## src/rtl/alu_pkg.sv

```systemverilog
// Shared definitions for the ALU arbiter slice: op encoding, FSM states,
// request-slice layout, the error result constant, and small decode helpers.
// Latency: n/a (types and constants only). Backpressure: n/a.
package alu_pkg;

  // ALU operation encoding as seen on alu_op and in req_data[9:8].
  typedef enum logic [1:0] {
    OP_ADD = 2'd0,
    OP_SUB = 2'd1,
    OP_MUL = 2'd2,
    OP_DIV = 2'd3
  } op_e;

  // Arbiter control FSM.
  typedef enum logic [1:0] {
    IDLE    = 2'd0,
    ISSUE   = 2'd1,
    WAIT    = 2'd2,
    RESPOND = 2'd3
  } state_e;

  // Per-requester slice layout: {op[9:8], b[7:4], a[3:0]}.
  localparam int REQ_W  = 10;
  localparam int A_OFF  = 0;
  localparam int A_W    = 4;
  localparam int B_OFF  = 4;
  localparam int B_W    = 4;
  localparam int OP_OFF = 8;
  localparam int OP_W   = 2;

  // Requester ids are 3 bits wide, enough for the largest legal NUM_REQ of 8.
  localparam int MAX_REQ = 8;
  localparam int ID_W    = 3;
  localparam int RES_W   = 9;

  localparam logic [RES_W-1:0] ERR_RESULT = 9'h1FF;

  typedef struct packed {
    op_e            op;
    logic [B_W-1:0] b;
    logic [A_W-1:0] a;
  } req_t;

  function automatic req_t unpack_req(input logic [REQ_W-1:0] raw);
    req_t r;
    r.op = op_e'(raw[OP_OFF +: OP_W]);
    r.b  = raw[B_OFF +: B_W];
    r.a  = raw[A_OFF +: A_W];
    return r;
  endfunction

  // Divide-by-zero never reaches the ALU; the arbiter answers it directly.
  function automatic logic is_div_by_zero(input op_e op, input logic [B_W-1:0] b);
    return (op == OP_DIV) && (b == '0);
  endfunction

endpackage

```

## src/rtl/alu_arbiter_if.sv

```systemverilog
// Bundle of the requester, ALU and response buses around the ALU arbiter.
// Latency: n/a (wires only). Backpressure: req_ready accepts requests, rsp_ready drains responses.
// Modports: slave = arbiter view, master = environment (requesters, ALU, consumer) view.
interface alu_arbiter_if #(
  parameter int NUM_REQ = 4
);
  import alu_pkg::*;

  // requester side
  logic [NUM_REQ-1:0]       req_valid;
  logic [NUM_REQ*REQ_W-1:0] req_data;
  logic [NUM_REQ-1:0]       req_ready;
  // ALU side
  logic                     alu_start;
  logic [OP_W-1:0]          alu_op;
  logic [A_W-1:0]           alu_a;
  logic [B_W-1:0]           alu_b;
  logic                     alu_done;
  logic [RES_W-1:0]         alu_result;
  // response side
  logic                     rsp_valid;
  logic [ID_W-1:0]          rsp_id;
  logic [RES_W-1:0]         rsp_result;
  logic                     rsp_err;
  logic                     rsp_ready;

  modport slave (
    input  req_valid, req_data, alu_done, alu_result, rsp_ready,
    output req_ready, alu_start, alu_op, alu_a, alu_b,
           rsp_valid, rsp_id, rsp_result, rsp_err
  );

  modport master (
    output req_valid, req_data, alu_done, alu_result, rsp_ready,
    input  req_ready, alu_start, alu_op, alu_a, alu_b,
           rsp_valid, rsp_id, rsp_result, rsp_err
  );

endinterface

```

## src/rtl/alu_arbiter_rr.sv

```systemverilog
// Round-robin picker: first requester at or after last_grant+1 (mod NUM_REQ).
// Latency: combinational. Backpressure: none; the caller decides when the grant is used.
// Ports: req_i request vector, last_grant_i previous winner, gnt_o one-hot grant, gnt_idx_o grant index.
module rr_arbiter
  import alu_pkg::*;
#(
  parameter int NUM_REQ = 4
) (
  input  logic [NUM_REQ-1:0] req_i,
  input  logic [ID_W-1:0]    last_grant_i,
  output logic [NUM_REQ-1:0] gnt_o,
  output logic [ID_W-1:0]    gnt_idx_o
);

  // Work on vectors padded to MAX_REQ so a 3-bit index always fits exactly.
  logic [MAX_REQ-1:0] req_pad;
  logic [MAX_REQ-1:0] gnt_pad;
  logic [ID_W-1:0]    cand;
  logic               found;
  int                 sum;

  always_comb begin
    req_pad              = '0;
    req_pad[NUM_REQ-1:0] = req_i;
    gnt_pad              = '0;
    gnt_idx_o            = '0;
    cand                 = '0;
    found                = 1'b0;
    sum                  = 0;
    // Scan NUM_REQ candidates starting one past the last winner, wrapping once.
    for (int i = 1; i <= NUM_REQ; i++) begin
      sum = int'(last_grant_i) + i;
      if (sum >= NUM_REQ) sum = sum - NUM_REQ;
      cand = ID_W'(sum);
      if (!found && req_pad[cand]) begin
        found         = 1'b1;
        gnt_pad[cand] = 1'b1;
        gnt_idx_o     = cand;
      end
    end
    gnt_o = gnt_pad[NUM_REQ-1:0];
  end

endmodule

```

## src/rtl/alu_arbiter.sv

```systemverilog
// Shares one multi-cycle ALU among NUM_REQ requesters, one request in flight at a time.
// Latency: grant N, alu_start N+1, rsp_valid N+3 at best (N+2 for divide-by-zero); TIMEOUT bounds the ALU wait.
// Backpressure: no grant outside IDLE; the response is held until rsp_ready.
// Ports: clk, reset (async, active-high), bus (alu_arbiter_if.slave: requester, ALU and response buses).
module alu_arbiter
  import alu_pkg::*;
#(
  parameter int NUM_REQ = 4,
  parameter int TIMEOUT = 16
) (
  input logic          clk,
  input logic          reset,
  alu_arbiter_if.slave bus
);

  localparam int                CNT_W    = $clog2(TIMEOUT + 1);
  localparam logic [CNT_W-1:0]  CNT_LAST = CNT_W'(TIMEOUT - 1);

  state_e           state_q, state_d;
  logic [ID_W-1:0]  last_q, last_d;
  logic [ID_W-1:0]  id_q, id_d;
  op_e              op_q, op_d;
  logic [A_W-1:0]   a_q, a_d;
  logic [B_W-1:0]   b_q, b_d;
  logic [CNT_W-1:0] cnt_q, cnt_d;
  logic [RES_W-1:0] res_q, res_d;
  logic             err_q, err_d;

  logic [NUM_REQ-1:0] gnt;
  logic [ID_W-1:0]    gnt_idx;
  logic [NUM_REQ-1:0] req_ready_c;
  logic               alu_start_c;
  logic [REQ_W-1:0]   sel_raw;
  req_t               sel_req;

  rr_arbiter #(.NUM_REQ(NUM_REQ)) u_rr (
    .req_i        (bus.req_valid),
    .last_grant_i (last_q),
    .gnt_o        (gnt),
    .gnt_idx_o    (gnt_idx)
  );

  // One-hot mux of the granted requester's slice.
  always_comb begin
    sel_raw = '0;
    for (int i = 0; i < NUM_REQ; i++) begin
      if (gnt[i]) sel_raw = bus.req_data[i*REQ_W +: REQ_W];
    end
    sel_req = unpack_req(sel_raw);
  end

  always_ff @(posedge clk or posedge reset) begin
    if (reset) begin
      state_q <= IDLE;
      last_q  <= ID_W'(NUM_REQ - 1);  // requester 0 wins first
      id_q    <= '0;
      op_q    <= OP_ADD;
      a_q     <= '0;
      b_q     <= '0;
      cnt_q   <= '0;
      res_q   <= '0;
      err_q   <= 1'b0;
    end else begin
      state_q <= state_d;
      last_q  <= last_d;
      id_q    <= id_d;
      op_q    <= op_d;
      a_q     <= a_d;
      b_q     <= b_d;
      cnt_q   <= cnt_d;
      res_q   <= res_d;
      err_q   <= err_d;
    end
  end

  always_comb begin
    state_d     = state_q;
    last_d      = last_q;
    id_d        = id_q;
    op_d        = op_q;
    a_d         = a_q;
    b_d         = b_q;
    cnt_d       = cnt_q;
    res_d       = res_q;
    err_d       = err_q;
    req_ready_c = '0;
    alu_start_c = 1'b0;

    case (state_q)
      IDLE: begin
        if (|bus.req_valid) begin
          req_ready_c = gnt;
          id_d        = gnt_idx;
          op_d        = sel_req.op;
          a_d         = sel_req.a;
          b_d         = sel_req.b;
          state_d     = ISSUE;
        end
      end
      ISSUE: begin
        if (is_div_by_zero(op_q, b_q)) begin
          res_d   = ERR_RESULT;
          err_d   = 1'b1;
          state_d = RESPOND;
        end else begin
          alu_start_c = 1'b1;
          cnt_d       = '0;
          state_d     = WAIT;
        end
      end
      WAIT: begin
        // A done arriving on the last allowed cycle still wins over the timeout.
        if (bus.alu_done) begin
          res_d   = bus.alu_result;
          err_d   = 1'b0;
          state_d = RESPOND;
        end else if (cnt_q >= CNT_LAST) begin
          res_d   = ERR_RESULT;
          err_d   = 1'b1;
          state_d = RESPOND;
        end else if (cnt_q != '1) begin
          cnt_d = cnt_q + 1'b1;
        end
      end
      RESPOND: begin
        if (bus.rsp_ready) begin
          last_d  = id_q;
          state_d = IDLE;
        end
      end
      default: state_d = IDLE;
    endcase
  end

  // The grant path is combinational from req_valid, so hold it off while reset is asserted.
  assign bus.req_ready  = reset ? '0 : req_ready_c;
  assign bus.alu_start  = alu_start_c;
  assign bus.alu_op     = op_q;
  assign bus.alu_a      = a_q;
  assign bus.alu_b      = b_q;
  assign bus.rsp_valid  = (state_q == RESPOND);
  assign bus.rsp_id     = id_q;
  assign bus.rsp_result = res_q;
  assign bus.rsp_err    = err_q;

endmodule
```

## src/flat_wrapper.sv

```systemverilog
// flat-port wrapper written by rule: the top's interface ports become plain ports
module alu_arbiter_flat import alu_pkg::*;
#(
  parameter int NUM_REQ = 4,
  parameter int TIMEOUT = 16
)
  (clk, reset, bus_req_valid, bus_req_data, bus_alu_done, bus_alu_result, bus_rsp_ready, bus_req_ready, bus_alu_start, bus_alu_op, bus_alu_a, bus_alu_b, bus_rsp_valid, bus_rsp_id, bus_rsp_result, bus_rsp_err);
  alu_arbiter_if #(.NUM_REQ(NUM_REQ)) bus_i ();
  input logic clk;
  input logic reset;
  input wire logic [$bits(bus_i.req_valid)-1:0] bus_req_valid;
  input wire logic [$bits(bus_i.req_data)-1:0] bus_req_data;
  input wire logic [$bits(bus_i.alu_done)-1:0] bus_alu_done;
  input wire logic [$bits(bus_i.alu_result)-1:0] bus_alu_result;
  input wire logic [$bits(bus_i.rsp_ready)-1:0] bus_rsp_ready;
  output wire logic [$bits(bus_i.req_ready)-1:0] bus_req_ready;
  output wire logic [$bits(bus_i.alu_start)-1:0] bus_alu_start;
  output wire logic [$bits(bus_i.alu_op)-1:0] bus_alu_op;
  output wire logic [$bits(bus_i.alu_a)-1:0] bus_alu_a;
  output wire logic [$bits(bus_i.alu_b)-1:0] bus_alu_b;
  output wire logic [$bits(bus_i.rsp_valid)-1:0] bus_rsp_valid;
  output wire logic [$bits(bus_i.rsp_id)-1:0] bus_rsp_id;
  output wire logic [$bits(bus_i.rsp_result)-1:0] bus_rsp_result;
  output wire logic [$bits(bus_i.rsp_err)-1:0] bus_rsp_err;
  assign bus_i.req_valid = bus_req_valid;
  assign bus_i.req_data = bus_req_data;
  assign bus_i.alu_done = bus_alu_done;
  assign bus_i.alu_result = bus_alu_result;
  assign bus_i.rsp_ready = bus_rsp_ready;
  assign bus_req_ready = bus_i.req_ready;
  assign bus_alu_start = bus_i.alu_start;
  assign bus_alu_op = bus_i.alu_op;
  assign bus_alu_a = bus_i.alu_a;
  assign bus_alu_b = bus_i.alu_b;
  assign bus_rsp_valid = bus_i.rsp_valid;
  assign bus_rsp_id = bus_i.rsp_id;
  assign bus_rsp_result = bus_i.rsp_result;
  assign bus_rsp_err = bus_i.rsp_err;
  alu_arbiter #(.NUM_REQ(NUM_REQ), .TIMEOUT(TIMEOUT)) u_core (.clk(clk), .reset(reset), .bus(bus_i));
endmodule
```

## config.mk

```make
export PLATFORM = sky130hd
export DESIGN_NAME = alu_arbiter_flat
export DESIGN_NICKNAME = d
export VERILOG_FILES = /design/src/rtl/alu_pkg.sv /design/src/rtl/alu_arbiter_if.sv /design/src/rtl/alu_arbiter_rr.sv /design/src/rtl/alu_arbiter.sv /design/src/flat_wrapper.sv
export SDC_FILE = /design/constraint.sdc
export NUM_CORES = 1
export LEC_CHECK = 0
export CORE_MARGIN = 5
export CORE_UTILIZATION = 46
export DETAILED_ROUTE_END_ITERATION = 10
export DONT_BUFFER_PORTS = 1
export SLEW_MARGIN = 20
export SYNTH_ARGS = -nofsm -noshare
export SYNTH_HDL_FRONTEND = slang
export SYNTH_SLANG_ARGS = --single-unit
```

## constraint.sdc

```tcl
create_clock -name clk -period 5.3 [get_ports clk]
set_clock_uncertainty 0.15 [all_clocks]
set_input_delay 1.06 -clock clk [delete_from_list [all_inputs] [get_ports clk]]
set_output_delay 1.06 -clock clk [all_outputs]
set_load 0.01 [all_outputs]
```

### Yosys cells after proc, flatten, opt, wreduce, memory -nomap -nowiden

Index checks and enable logic that the tools add are counted.

| cells by class | value |
|---|---|
| $add $sub $neg | 9 |
| $lt $le $gt $ge | 13 |
| equal/unequal tests | 13 |
| muxes and demuxes | 59 |
| bitwise operators | 3 |
| reduce and logical (&&, ||, !) cells | 20 |

Operators by type and width:

| operator | number |
|---|---|
| 2-to-1 mux 10 bit | 4 |
| 2-to-1 mux 4 bit | 7 |
| 2-to-1 mux 9 bit | 3 |
| 2-to-1 mux 3 bit | 8 |
| 2-to-1 mux 5 bit | 4 |
| case mux 9 bit (2 select lines) | 1 |
| 2-to-1 mux 1 bit | 17 |
| greater-or-equal comparator 4 x 3 -> 1 bit (second input constant) | 4 |
| < comparator 3 x 4 -> 1 bit (second input constant) | 4 |
| binary-select mux 1 bit (select 3 bit) | 4 |
| demux 1 bit (select 3 bit) | 4 |
| greater-or-equal comparator 3 x 1 -> 1 bit (second input constant) | 4 |
| bitwise OR 4 bit | 3 |
| subtractor 3 bit (second input constant) | 4 |
| case mux 5 bit (2 select lines) | 1 |
| adder 3 x 2 -> 4 bit (second input constant) | 2 |
| logical AND 1 bit | 8 |
| 2-to-1 mux 2 bit | 4 |
| != test 2 bit (second input constant) | 4 |
| case mux 2 bit (4 select lines) | 1 |
| equality test 2 bit (second input constant) | 3 |
| != test 2 x 1 -> 1 bit (second input constant) | 3 |
| AND reduction 3 bit | 2 |
| adder 5 x 1 -> 5 bit (second input constant) | 1 |
| other kinds (14) | 17 |

| word-level totals | value |
|---|---|
| register bits after elaboration | 33 |
| input port bits | 57 |
| output and inout bits | 29 |
| logic and storage cells | 126 |

### Depth between registers and ports, before layout

Gate-level depths: netlist of the first run.

| logic depth | value |
|---|---|
| word-level depth | 19 |
| depth in mapped cells | 13 |
| depth with buffers taken out | 9 |

### Hierarchy

Synthesis of the first run repeated with hierarchy kept, for this count alone.

| second synthesis, totals | value |
|---|---|
| cell total of the unflattened synthesis | 248 |
| area total of the unflattened synthesis | 2353.5 um2 |

Modules (own cells, without submodules):

| module | times used | cells an instance | area an instance (um2) | sequential area each (um2) |
|---|---|---|---|---|
| alu_arbiter | 1 | 182 | 1875.5 | 828.3 |
| rr_arbiter | 1 | 66 | 478.0 | 0.0 |

### Worst setup path before layout of the first run

No wires, ideal clock.

| timing path | value |
|---|---|
| path type | register -> output |
| start | reg u_core.last_q[1] |
| end | out bus_req_ready[0] |
| arrival time | 3.510 ns |
| required time | 4.090 ns |
| setup slack | 0.580 ns |
| stages on the path, launching flop included | 10 |
| buffers on the path | 2 |
| cells stage by stage | dfstp_2 > clkbuf_1 > inv_1 > ha_1 > mux2_4 > and3_1 > buf_2 > or4b_4 > o311a_4 > a2111oi_0 |

| between the ends | value |
|---|---|
| word-level cells in the longest chain between the ends | 18 |
| elaborated cells on any way between the ends | 63 |
| those cells by class | add/sub: 8; order compare: 12; mux: 30; bitwise: 3; reduce/logical: 10 |

Ends and longest elaborated chain:

| element | line | text |
|---|---|---|
| start: declaration | alu_arbiter.sv:20 | `logic [ID_W-1:0] last_q, last_d;` |
| start signal: assignment | alu_arbiter.sv:55 | `last_q <= ID_W'(NUM_REQ - 1);` |
| start signal: assignment | alu_arbiter.sv:65 | `last_q <= last_d;` |
| branches (longest 14 deep; another with adder 3 x 1 -> 4 bit) | - |  |
| 2-to-1 mux 4 bit (*) | alu_arbiter_rr.sv:35 | `if (!found && req_pad[cand]) begin` |
| 2-to-1 mux 4 bit (*) | alu_arbiter.sv:91 | `if (\|bus.req_valid) begin` |
| 2-to-1 mux 4 bit (*) | alu_arbiter.sv:89 | `case (state_q)` |
| 2-to-1 mux 4 bit (*) | alu_arbiter.sv:136 | `assign bus.req_ready = reset ? '0 : req_ready_c;` |
| end: declaration | flat_wrapper.sv:16 | `output wire logic [$bits(bus_i.req_ready)-1:0] bus_req_ready;` |

Mark *: on every way between the ends. The select of a mux whose other input is x is not followed.

### Worst setup path after layout of the first run

| timing path | value |
|---|---|
| start | reg u_core.last_q[1] |
| end | out bus_req_ready[2] |

Same word-level chain as after synthesis.

==> results of run 1 <==
-- cells by family after synthesis --
kind of cell    after synthesis
fa+ha+maj                    14
flops                        33
compound gates               77
mux                          11
simple gates                 85
buf+inv                      29
-- flip-flops by register name, indices dropped and copies added (netlist names) --
signal / flops
u_core.bus.rsp_result: 9
u_core.bus.alu_a: 4
u_core.bus.alu_b: 4
u_core.state_q: 2
u_core.bus.rsp_id: 3
u_core.cnt_q: 5
u_core.last_q: 3
u_core.bus.alu_op: 2
u_core.bus.rsp_err: 1
-- area by class of cell --
class	instances	area [µm²]
inverter	12	45.04
tap	70	87.58
sequential	33	828.3
multi-input combinational	187	1436
clock buffer	7	86.33
timing repair buffer	6	45.04
clock inverter	1	7.507
fill	512	2604
-- synthesized netlist by cell type, types with 5 or more instances --
cell       n
clkbuf_1   5
or3b_2    10
nand2b_1   7
mux2_2     5
o22a_1     9
o31ai_1   11
nor2_1     9
nand2_1   23
buf_6      6
nand3_1    6
a221oi_1   8
o21ai_0   12
a21oi_1    5
ha_1      14
dfrtp_1   31
inv_1     12
o22ai_1   11
-- power breakdown --
| group | switching (mW) | internal [mW] |
|---|---|---|
| clock network | 0.0923 | 0.106 |
| logic | 0.614 | 0.437 |
| registers | 0.131 | 0.361 |
| total | 0.837 | 0.904 |
-- layer usage --
layer	part of all wire, %	track usage [%]	vias to the layer above
met3	11	7.228	4
met5	0	0	-
li1	-	-	941
met1	44	23.53	919
met4	0.74	3.566	0
met2	44	25.36	81
-- worst max path at each step --
stage | start | to | slack [ns] | cells past startpoint
floorplan | u_core.last_q[1]$_DFFE_PP1P_ | bus_req_ready[0] | 0.58 | 9
global placement | u_core.last_q[1]$_DFFE_PP1P_ | bus_req_ready[3] | 0.78 | 8
detailed placement | u_core.last_q[1]$_DFFE_PP1P_ | bus_req_ready[2] | 0.85 | 8
CTS | u_core.last_q[1]$_DFFE_PP1P_ | bus_req_ready[2] | 0.54 | 8
global route | u_core.last_q[1]$_DFFE_PP1P_ | bus_req_ready[2] | 0.23 | 8
finish | u_core.last_q[1]$_DFFE_PP1P_ | bus_req_ready[2] | 0.53 | 8
-- metrics by stage --
step | instances | utilization [%] | hold WS [ns] | setup WS [ns]
floorplan | 249 | - | 0.3177 | 0.5797
global placement | 308 | 47.52 | 0.3430 | 0.7813
detailed placement | 308 | 47.52 | 0.3601 | 0.8466
CTS | 316 | 49.34 | 0.3761 | 0.5385
global route | 316 | 49.34 | 0.4238 | 0.2274
finish | 316 | 49.34 | 0.3718 | 0.5281
-- worst register-to-register path: stages (launching register included) --
cell,delay (ns)
dfstp_2,0.67
inv_1,0.14
ha_1,0.34
mux2_4,0.32
and3_1,0.23
or4b_4,0.58
o311a_4,0.38
a211oi_4,0.45
a221oi_1,0.18
o31ai_1,0.22
==> metrics.md, run 1 <==
| Metric | Value |
|---|---|
| Outcome | finished clean |
| Reg clk slew, reported paths | 0.07 ns |
| Post-synthesis mux area share | about 6.3% |
| Worst path max stage delay | about 0.67 ns |
| Crit path time final | 4.772 ns |
| Largest cells by area after synthesis | dfrtp_1 (32%), ha_1 (7.1%), or3b_2 (3.6%), nand2_1 (3.5%), o31ai_1 (3.4%) |
| DRT iter0 DRCs | 142 |
| Final WL | 5828 µm |
| Worst EP required | 4.09 ns |
| R2R Path End | u_core.bus.alu_a[0]$_DFFE_PP0P_ |
| Synth Area in Adders | 7.147% |
| Post-Synth XOR/XNOR Area | 0% |
| Gpl congestion | approximately 0.83 |
| Worst-Margin Slew | 0.8920 ns |
| Die span in x | around 83 µm |
| Core area | 0.005140 mm² |
| Post-synth EDFFs | 0 |
| Pin count of the biggest net entering global routing | 34 |
| Net count after synthesis | 320 |
| Buffers & Inverters on Critical Path | 1 |
| GR Util All Layers | between 10% and 20% |
| Hold path startpoint | u_core.cnt_q[1]$_DFFE_PP0P_ |
| Final Instance Area | 0.002536 mm² |
| Compound-Gate Fraction of Synth Area | 24.35% |
| Setup CP Type | reg -> out |
| Ports | 86 |
| Period utilization | 90.04% |
| Vias/cell | between 6 and 7 |
| Slowest CP cell | dfstp_2 |
| Final setup vio count | 0 |
| CTS buffer count | 5 |
| Relative slew slack | between 30% and 40% |
| FP Rows | 26 |
| Cell Chain, Critical Path | inv_1 > ha_1 > mux2_4 > and3_1 > or4b_4 > nor4_1 > nor2_1 > nor3_1 |
| Per-cell routed wire length | approximately 18 µm |
| Reg2Reg Setup Slack | approximately 1.6 ns |
| Worst hold endpoint | u_core.cnt_q[1]$_DFFE_PP0P_ |
| CP endpoint kind | output port |
| Hpwl dp | 4494 µm |
| Reg2reg start | u_core.last_q[1]$_DFFE_PP1P_ |
| Initial antenna violation count | 0 |
| Sequential area share after synthesis | around a third |
| Worst skew pair latency | a little under 0.3 ns |
| Synth Warn # | 0 |
| IO buf count | 0 |
| Antenna cell count | 0 |
| Gr ovfl total | 0 |
| CTS tree | built |
| Sum Neg Setup Slack | 0 ns |
| Top FF cell, synth | dfrtp_1 |
| Cell taking the most area after synthesis | dfrtp_1 |
| VDD IR-drop max | about 0.31 mV |
| Crit start category | flip-flop |
| Worst Hold Class | reg -> reg |
| Simple-Gate Fraction of Synth Area | about a fifth |
| Area after DPL | approximately 0.0024 mm² |
| Vias in the first global route | between 1.5k and 2k |
| Setup repair bufs after CTS | 0 |
| Die Footprint | roughly 0.0069 mm² |
| Top Family by Delay on Critical Path | simple AND/OR/NAND/NOR gates |
| Critical path peak fanout | 15 |
| Area Overhead vs Synth | 3.471% |
| Pwr/cell area | 686.4 mW/mm² |
| # DRC | 0 |
| Async S/R FF share, synth | 100.0% |
| Most frequent cells in the layout | dfrtp_1 (31), nand2_1 (23), ha_1 (14) |
| Hold Crit Depth | 2 |
| Most common cell after layout, fill and taps aside | dfrtp_1 |
| Reg2reg path depth | 9 |
| Leak Pwr | between 1 and 1.5 nW |
| Fmax | 209.6 MHz |
| DR pass1 iterations | 4 |
| Largest family of logic cells by synthesized area | compound AO/OA/AOI/OAI gates |
| Final ANT Viol Nets | 0 |
| Bufs on Longest Clock Path | 2 |
| Max H-tree Level | 2 |
| Synth Area per Inst | approximately 10 µm² |
| Root buf cell | clkbuf_8 |
| Mapped cell area | around 0.0025 mm² |
| PostCTS Resize Cnt | 0 |
| First-pass GRT wire length | about 9800 µm |
| Hold Violations, Final | 0 |
| RSZ-0062 raised after global routing | false |
| Clock Sinks | 33 |
| WP data arrival | about 3.6 ns |
| Final Max Tran Viols | 0 |
| Hold_buf cts | 0 |
| Post-synth top area share | a little under a third |
| Layout cell share with drive strength beyond 1 | 17.07% |
| Power, Total | around 1.7 mW |
| Initial core utilization | a little under half |
| Max_cap viols | 0 |
| Vias | between 1.5k and 2k |
| Die Ht | just over 80 µm |
| Synth Instances | 249 |
| Final nets | about 320 |
| Post-synth cell types | 50 |
| Synthesized flop and latch total | 33 |
(Power assumes the default switching activity.)
==> run 2: changes to the inputs <==
--- a/constraint.sdc
+++ b/constraint.sdc
@@ -3,3 +3,3 @@
 set_input_delay 1.06 -clock clk [delete_from_list [all_inputs] [get_ports clk]]
 set_output_delay 1.06 -clock clk [all_outputs]
-set_load 0.01 [all_outputs]
+set_load 0.1 [all_outputs]
==> run 2 against run 1 <==
  * Worst hold slack improved by 0.0026 ns
  * Highest routed layer unchanged
  * Critical path type unchanged
  * Sequential cell count is the same
  * Critical endpoint unchanged
  * Register-to-register slack lost 0.04 ns
==> metrics.md, run 2 (same netlist as run 1, synthesis figures left out) <==
| Metric | Value |
|---|---|
| Vias in the first global route | 1979 (+3.3%) |
| Die Ht | 83.00 µm (unchanged) |
| Buffers & Inverters on Critical Path | 2 (+1) |
| Reg2reg path depth | 10 (+1) |
| Relative slew slack | 30.24% (-8.7 points) |
| Core area | 0.005140 mm² (unchanged) |
| Cell Chain, Critical Path | inv_1 > ha_1 > mux2_4 > and3_1 > or4b_4 > nor4_1 > nor2_1 > nor3_4 > buf_4 |
| Outcome | finished clean |
| Reg clk slew, reported paths | 0.07 ns (about the same) |
| Final setup vio count | 0 (unchanged) |
| Hold Crit Depth | 2 (unchanged) |
| Hold Violations, Final | 0 (unchanged) |
| Critical path peak fanout | 15 (unchanged) |
| PostCTS Resize Cnt | 0 (unchanged) |
| Pre-CTS WS | 0.7332 ns (-0.1134 ns) |
| Hpwl dp | 4566 µm (+1.6%) |
| Worst path max stage delay | 0.67 ns (about the same) |
| Levels on crit path | 9 (+1) |
| Largest register FFs | 9 (unchanged) |
| Final Instance Area | 0.002708 mm² (+6.8%) |
| Top Family by Delay on Critical Path | simple AND/OR/NAND/NOR gates |
| Final ANT Viol Nets | 0 (unchanged) |
| Hold_buf cts | 0 (unchanged) |
| IO buf count | 0 (unchanged) |
| Worst skew pair latency | 0.28 ns (about the same) |
| Pin count of the biggest net entering global routing | 34 (unchanged) |
| Bufs on Longest Clock Path | 2 (unchanged) |
| CTS buffer count | 5 (unchanged) |
| RSZ-0062 raised after global routing | false |
| M3 GR Usage | 6.040% (-1.2 points) |
| FILL cells | 502 (-2.0%) |
| Fmax | 205.2 MHz (-2.1%) |
| Die span in x | 83.00 µm (unchanged) |
| Most used routing layer | met2 |
| Die Footprint | 0.006888 mm² (unchanged) |
| FP Rows | 26 (unchanged) |
| Crit path time final | 4.873 ns (+0.1013 ns) |
| Initial antenna violation count | 0 (unchanged) |
| Area Overhead vs Synth | 10.46% |
| Most common cell after layout, fill and taps aside | dfrtp_1 |
| Hold Worst Slack | 0.3743 ns (+0.002588 ns) |
| CP endpoint kind | output port |
| GR Util All Layers | 17.02% (-0.16 points) |
| Ports | 86 (unchanged) |
| CTS tree | built |
| Final nets | 320 (+1.3%) |
| Per-cell routed wire length | 18.16 µm (-1.5%) |
| Vias/cell | 6.125 (-0.49%) |
| DRT iter0 DRCs | 121 (-15%) |
| Gpl congestion | 0.9468 (+14%) |
| Period utilization | 91.95% (+1.9 points) |
| # DRC | 0 (unchanged) |
| First-pass GRT wire length | 9742 µm (-0.63%) |
| Antenna cell count | 0 (unchanged) |
| Met1 Use GR | 23.94% (+0.41 points) |
| Setup repair bufs after CTS | 0 (unchanged) |
| Clock Sinks | 33 (unchanged) |
| Max_cap viols | 0 (unchanged) |
| Area after DPL | 0.002570 mm² (+5.2%) |
| Final setup margin | 0.4268 ns (-0.1013 ns) |
| Sum Neg Setup Slack | 0 ns (unchanged) |
| Final Max Tran Viols | 0 (unchanged) |
| Layout cell share with drive strength beyond 1 | 20.40% (+3.3 points) |
| DR pass1 iterations | 4 (unchanged) |
| Gr ovfl total | 0 (unchanged) |
| Worst Hold Class | reg -> reg |
| Crit start category | flip-flop |
| Initial core utilization | 47.69% (unchanged) |
| Worst-Margin Slew | 1.046 ns (+0.1543 ns) |
| Final WL | 5812 µm (-0.27%) |
| Slowest CP cell | dfstp_2 |
| Root buf cell | clkbuf_8 |
| WP data arrival | 3.66 ns (+0.10 ns) |
| Worst EP required | 4.09 ns (about the same) |
| Met2 usage | 25.36% (unchanged) |
| Setup CP Type | reg -> out |
| Most frequent cells in the layout | dfrtp_1 (31), nand2_1 (23), ha_1 (14) |
| Max H-tree Level | 2 (unchanged) |
| Vias | 1960 (+0.77%) |
run 2: path summary, 6_finish.rpt:
path | from | endpoint | slack (ns)
max in group asynchronous | reset | u_core.last_q[1]$_DFFE_PP1P_ | 4.06
worst min-delay path | u_core.cnt_q[1]$_DFFE_PP0P_ | u_core.cnt_q[1]$_DFFE_PP0P_ | 0.37
worst max register to register | u_core.last_q[1]$_DFFE_PP1P_ | u_core.bus.alu_op[0]$_DFFE_PP0P_ | 1.51
worst min register to register | u_core.cnt_q[1]$_DFFE_PP0P_ | u_core.cnt_q[1]$_DFFE_PP0P_ | 0.37
worst max-delay path | u_core.last_q[1]$_DFFE_PP1P_ | bus_req_ready[2] | 0.43
min in group asynchronous | reset | u_core.bus.alu_a[0]$_DFFE_PP0P_ | 0.59
run 2: stage by stage:
stage / utilization, % / instances
floorplan: - / 249
global placement: 50.00 / 312
detailed placement: 50.00 / 312
CTS: 52.68 / 320
global route: 52.68 / 320
finish: 52.68 / 320
run 2: cell type report:
type / instances / area, µm² / area share, %
clock buffer: 5 / 68.82 / 2.542
clock inverter: 3 / 68.82 / 2.542
inverter: 12 / 45.04 / 1.664
multi-input combinational: 187 / 1489 / 54.99
sequential: 33 / 828.3 / 30.59
tap: 70 / 87.58 / 3.235
timing repair buffer: 10 / 120.1 / 4.436
run 2: worst reg2reg max path, delay by kind of cell (launching register included):
family / cells / cell delay [ns]
and+or+nand+nor: 3 / 0.99
AOI/OAI and AO/OA: 2 / 0.44
adders and majority gates: 1 / 0.34
buffers and inverters: 2 / 0.32
muxes: 2 / 0.75
DFF: 1 / 0.67
run 2: routing by layer:
layer  wire length [µm]  share of wire, %
met1               2653                46
met2               2647                46
met3                485               8.3
met4                 25              0.43
met5                  0                 0
Power of run 2 is not shown: default switching activity piles up to over one toggle a cycle in this logic, so the estimate is an artifact.
==> run 3: changes to the inputs <==
- CAP_MARGIN: not set -> 10
- CORE_UTILIZATION: 46 -> 28
==> run 3 against run 2 <==
  * Non-clock buffer count grew 1
  * First-iteration DRC count is 16% higher
  * Via count up 3.9%
  * Wire length is 12% higher
  * Design area grew 0.79%
  * Utilization down 21 points
  * Setup slack gained 0.0029 ns
  * Sequential cell count unchanged
  * Largest cell class unchanged
  * Final cell count increased by 12%
  * Highest routed layer unchanged
  * Global-route usage down 5.1 points
  * Critical path depth unchanged
==> metrics.md, run 3 (same netlist as run 1, synthesis figures left out) <==
| Metric | Value |
|---|---|
| PostCTS Resize Cnt | 0 (unchanged) |
| Worst-Margin Slew | 1.066 ns (+0.01985 ns) |
| Worst Hold Class | reg -> reg |
| Period utilization | 91.89% (about the same) |
| Final WL | 6525 µm (+12%) |
| Most frequent cells in the layout | dfrtp_1 (31), nand2_1 (23), ha_1 (14) |
| GR Util All Layers | 11.94% (-5.1 points) |
| RSZ-0062 raised after global routing | false |
| IO buf count | 0 (unchanged) |
| Initial antenna violation count | 0 (unchanged) |
| FILL cells | 875 (+74%) |
| Final ANT Viol Nets | 0 (unchanged) |
| Largest register FFs | 9 (unchanged) |
| # DRC | 0 (unchanged) |
| Core area | 0.008636 mm² (+68%) |
| Worst EP required | 4.09 ns (about the same) |
| FP Rows | 34 (+31%) |
| CTS tree | built |
| Clock Sinks | 33 (unchanged) |
| Pin count of the biggest net entering global routing | 34 (unchanged) |
| Buffers & Inverters on Critical Path | 2 (unchanged) |
| Slowest CP cell | dfstp_2 |
| DR pass1 iterations | 4 (unchanged) |
| Gpl congestion | 0.9364 (-1.1%) |
| Fmax | 205.3 MHz (about the same) |
| Die Ht | 103.6 µm (+25%) |
| Sum Neg Setup Slack | 0 ns (unchanged) |
| Final setup vio count | 0 (unchanged) |
| Vias | 2037 (+3.9%) |
| Worst skew pair latency | 0.28 ns (about the same) |
| Die Footprint | 0.01072 mm² (+56%) |
| WP data arrival | 3.66 ns (about the same) |
| Final nets | 321 (+0.31%) |
| Root buf cell | clkbuf_8 |
| Final Max Tran Viols | 0 (unchanged) |
| Reg clk slew, reported paths | 0.07 ns (about the same) |
| Bufs on Longest Clock Path | 2 (unchanged) |
| Cell Chain, Critical Path | inv_1 > ha_1 > mux2_4 > and3_1 > or4b_4 > nor4_1 > nor2_1 > nor3_4 > buf_4 |
| Antenna cell count | 0 (unchanged) |
| Outcome | finished clean |
| Max H-tree Level | 2 (unchanged) |
| Hold Violations, Final | 0 (unchanged) |
| Vias/cell | 5.690 (-7.1%) |
| Per-cell routed wire length | 18.23 µm (+0.35%) |
| Die span in x | 103.6 µm (+25%) |
| Max_cap viols | 0 (unchanged) |
| Area Overhead vs Synth | 11.33% |
| CTS buffer count | 5 (unchanged) |
| Initial core utilization | 28.38% (-19 points) |
| Most common cell after layout, fill and taps aside | dfrtp_1 |
| Hpwl dp | 5092 µm (+12%) |
| Gr ovfl total | 0 (unchanged) |
| Setup repair bufs after CTS | 0 (unchanged) |
| Crit start category | flip-flop |
| Relative slew slack | 28.92% (-1.3 points) |
| Critical path peak fanout | 15 (unchanged) |
| Crit path time final | 4.870 ns (-0.002880 ns) |
| Hold_buf cts | 0 (unchanged) |
| Vias in the first global route | 1958 (-1.1%) |
| Worst path max stage delay | 0.67 ns (about the same) |
| DRT iter0 DRCs | 140 (+16%) |
| Layout cell share with drive strength beyond 1 | 20.40% (unchanged) |
| CP endpoint kind | output port |
| Top Family by Delay on Critical Path | simple AND/OR/NAND/NOR gates |
| Setup CP Type | reg -> out |
| Util after Layout | 31.60% (-21 points) |
| Ports | 86 (unchanged) |
| First-pass GRT wire length | 10540 µm (+8.2%) |
==> run 3: cell count changes in the layout (fill, tap and decap cells not counted), sizes merged <==
cell    change
buf         +1
bufinv      -1
clkinv      +1
inv         -1
==> run 3: path summary, 6_finish.rpt <==
path | from | cells after the start | endpoint | slack (ns)
max | u_core.last_q[1]$_DFFE_PP1P_ | 9 | bus_req_ready[2] | 0.43
min | u_core.cnt_q[1]$_DFFE_PP0P_ | 2 | u_core.cnt_q[1]$_DFFE_PP0P_ | 0.38
max reg2reg | u_core.last_q[1]$_DFFE_PP1P_ | 9 | u_core.bus.alu_op[0]$_DFFE_PP0P_ | 1.45
min reg2reg | u_core.cnt_q[1]$_DFFE_PP0P_ | 2 | u_core.cnt_q[1]$_DFFE_PP0P_ | 0.38
max in group asynchronous | reset | 2 | u_core.last_q[1]$_DFFE_PP1P_ | 4.06
min in group asynchronous | reset | 2 | u_core.bus.alu_a[2]$_DFFE_PP0P_ | 0.60
==> run 3: layout make-up <==
class	count	area, µm²	area share [%]
Clock buffer	5	68.82	2.522
Clock inverter	2	35.03	1.284
Inverter	12	45.04	1.651
Multi-Input combinational cell	187	1489	54.56
Sequential cell	33	828.3	30.35
Tap cell	108	135.1	4.952
Timing Repair Buffer	11	127.6	4.677
==> run 3: routing by layer <==
layer	global-route usage [%]	vias to the layer above	wire [µm]
li1	-	952	-
met1	15.47	969	2800
met2	18.49	105	2966
met3	4.353	11	653
met4	3.749	0	105
met5	0	-	0
==> run 3: worst min-delay path, delay by kind of cell (launching register included) <==
| family | cells | cell delay, ns |
|---|---|---|
| flip-flops | 1 | 0.38 |
| AO/OA/AOI/OAI | 1 | 0.06 |
| AND/OR/NAND/NOR | 1 | 0.05 |
==> run 3: stage by stage <==
step	instances	instance area, µm²	hold WS [ns]	setup slack, ns
floorplan	249	2497	0.3177	0.05227
global placement	351	2625	0.3384	0.7742
detailed placement	351	2625	0.3671	0.7387
CTS	358	2729	0.3834	0.4283
global route	358	2729	0.4335	0.1879
finish	358	2729	0.3776	0.4297
Power of run 3 is left out for the same reason.
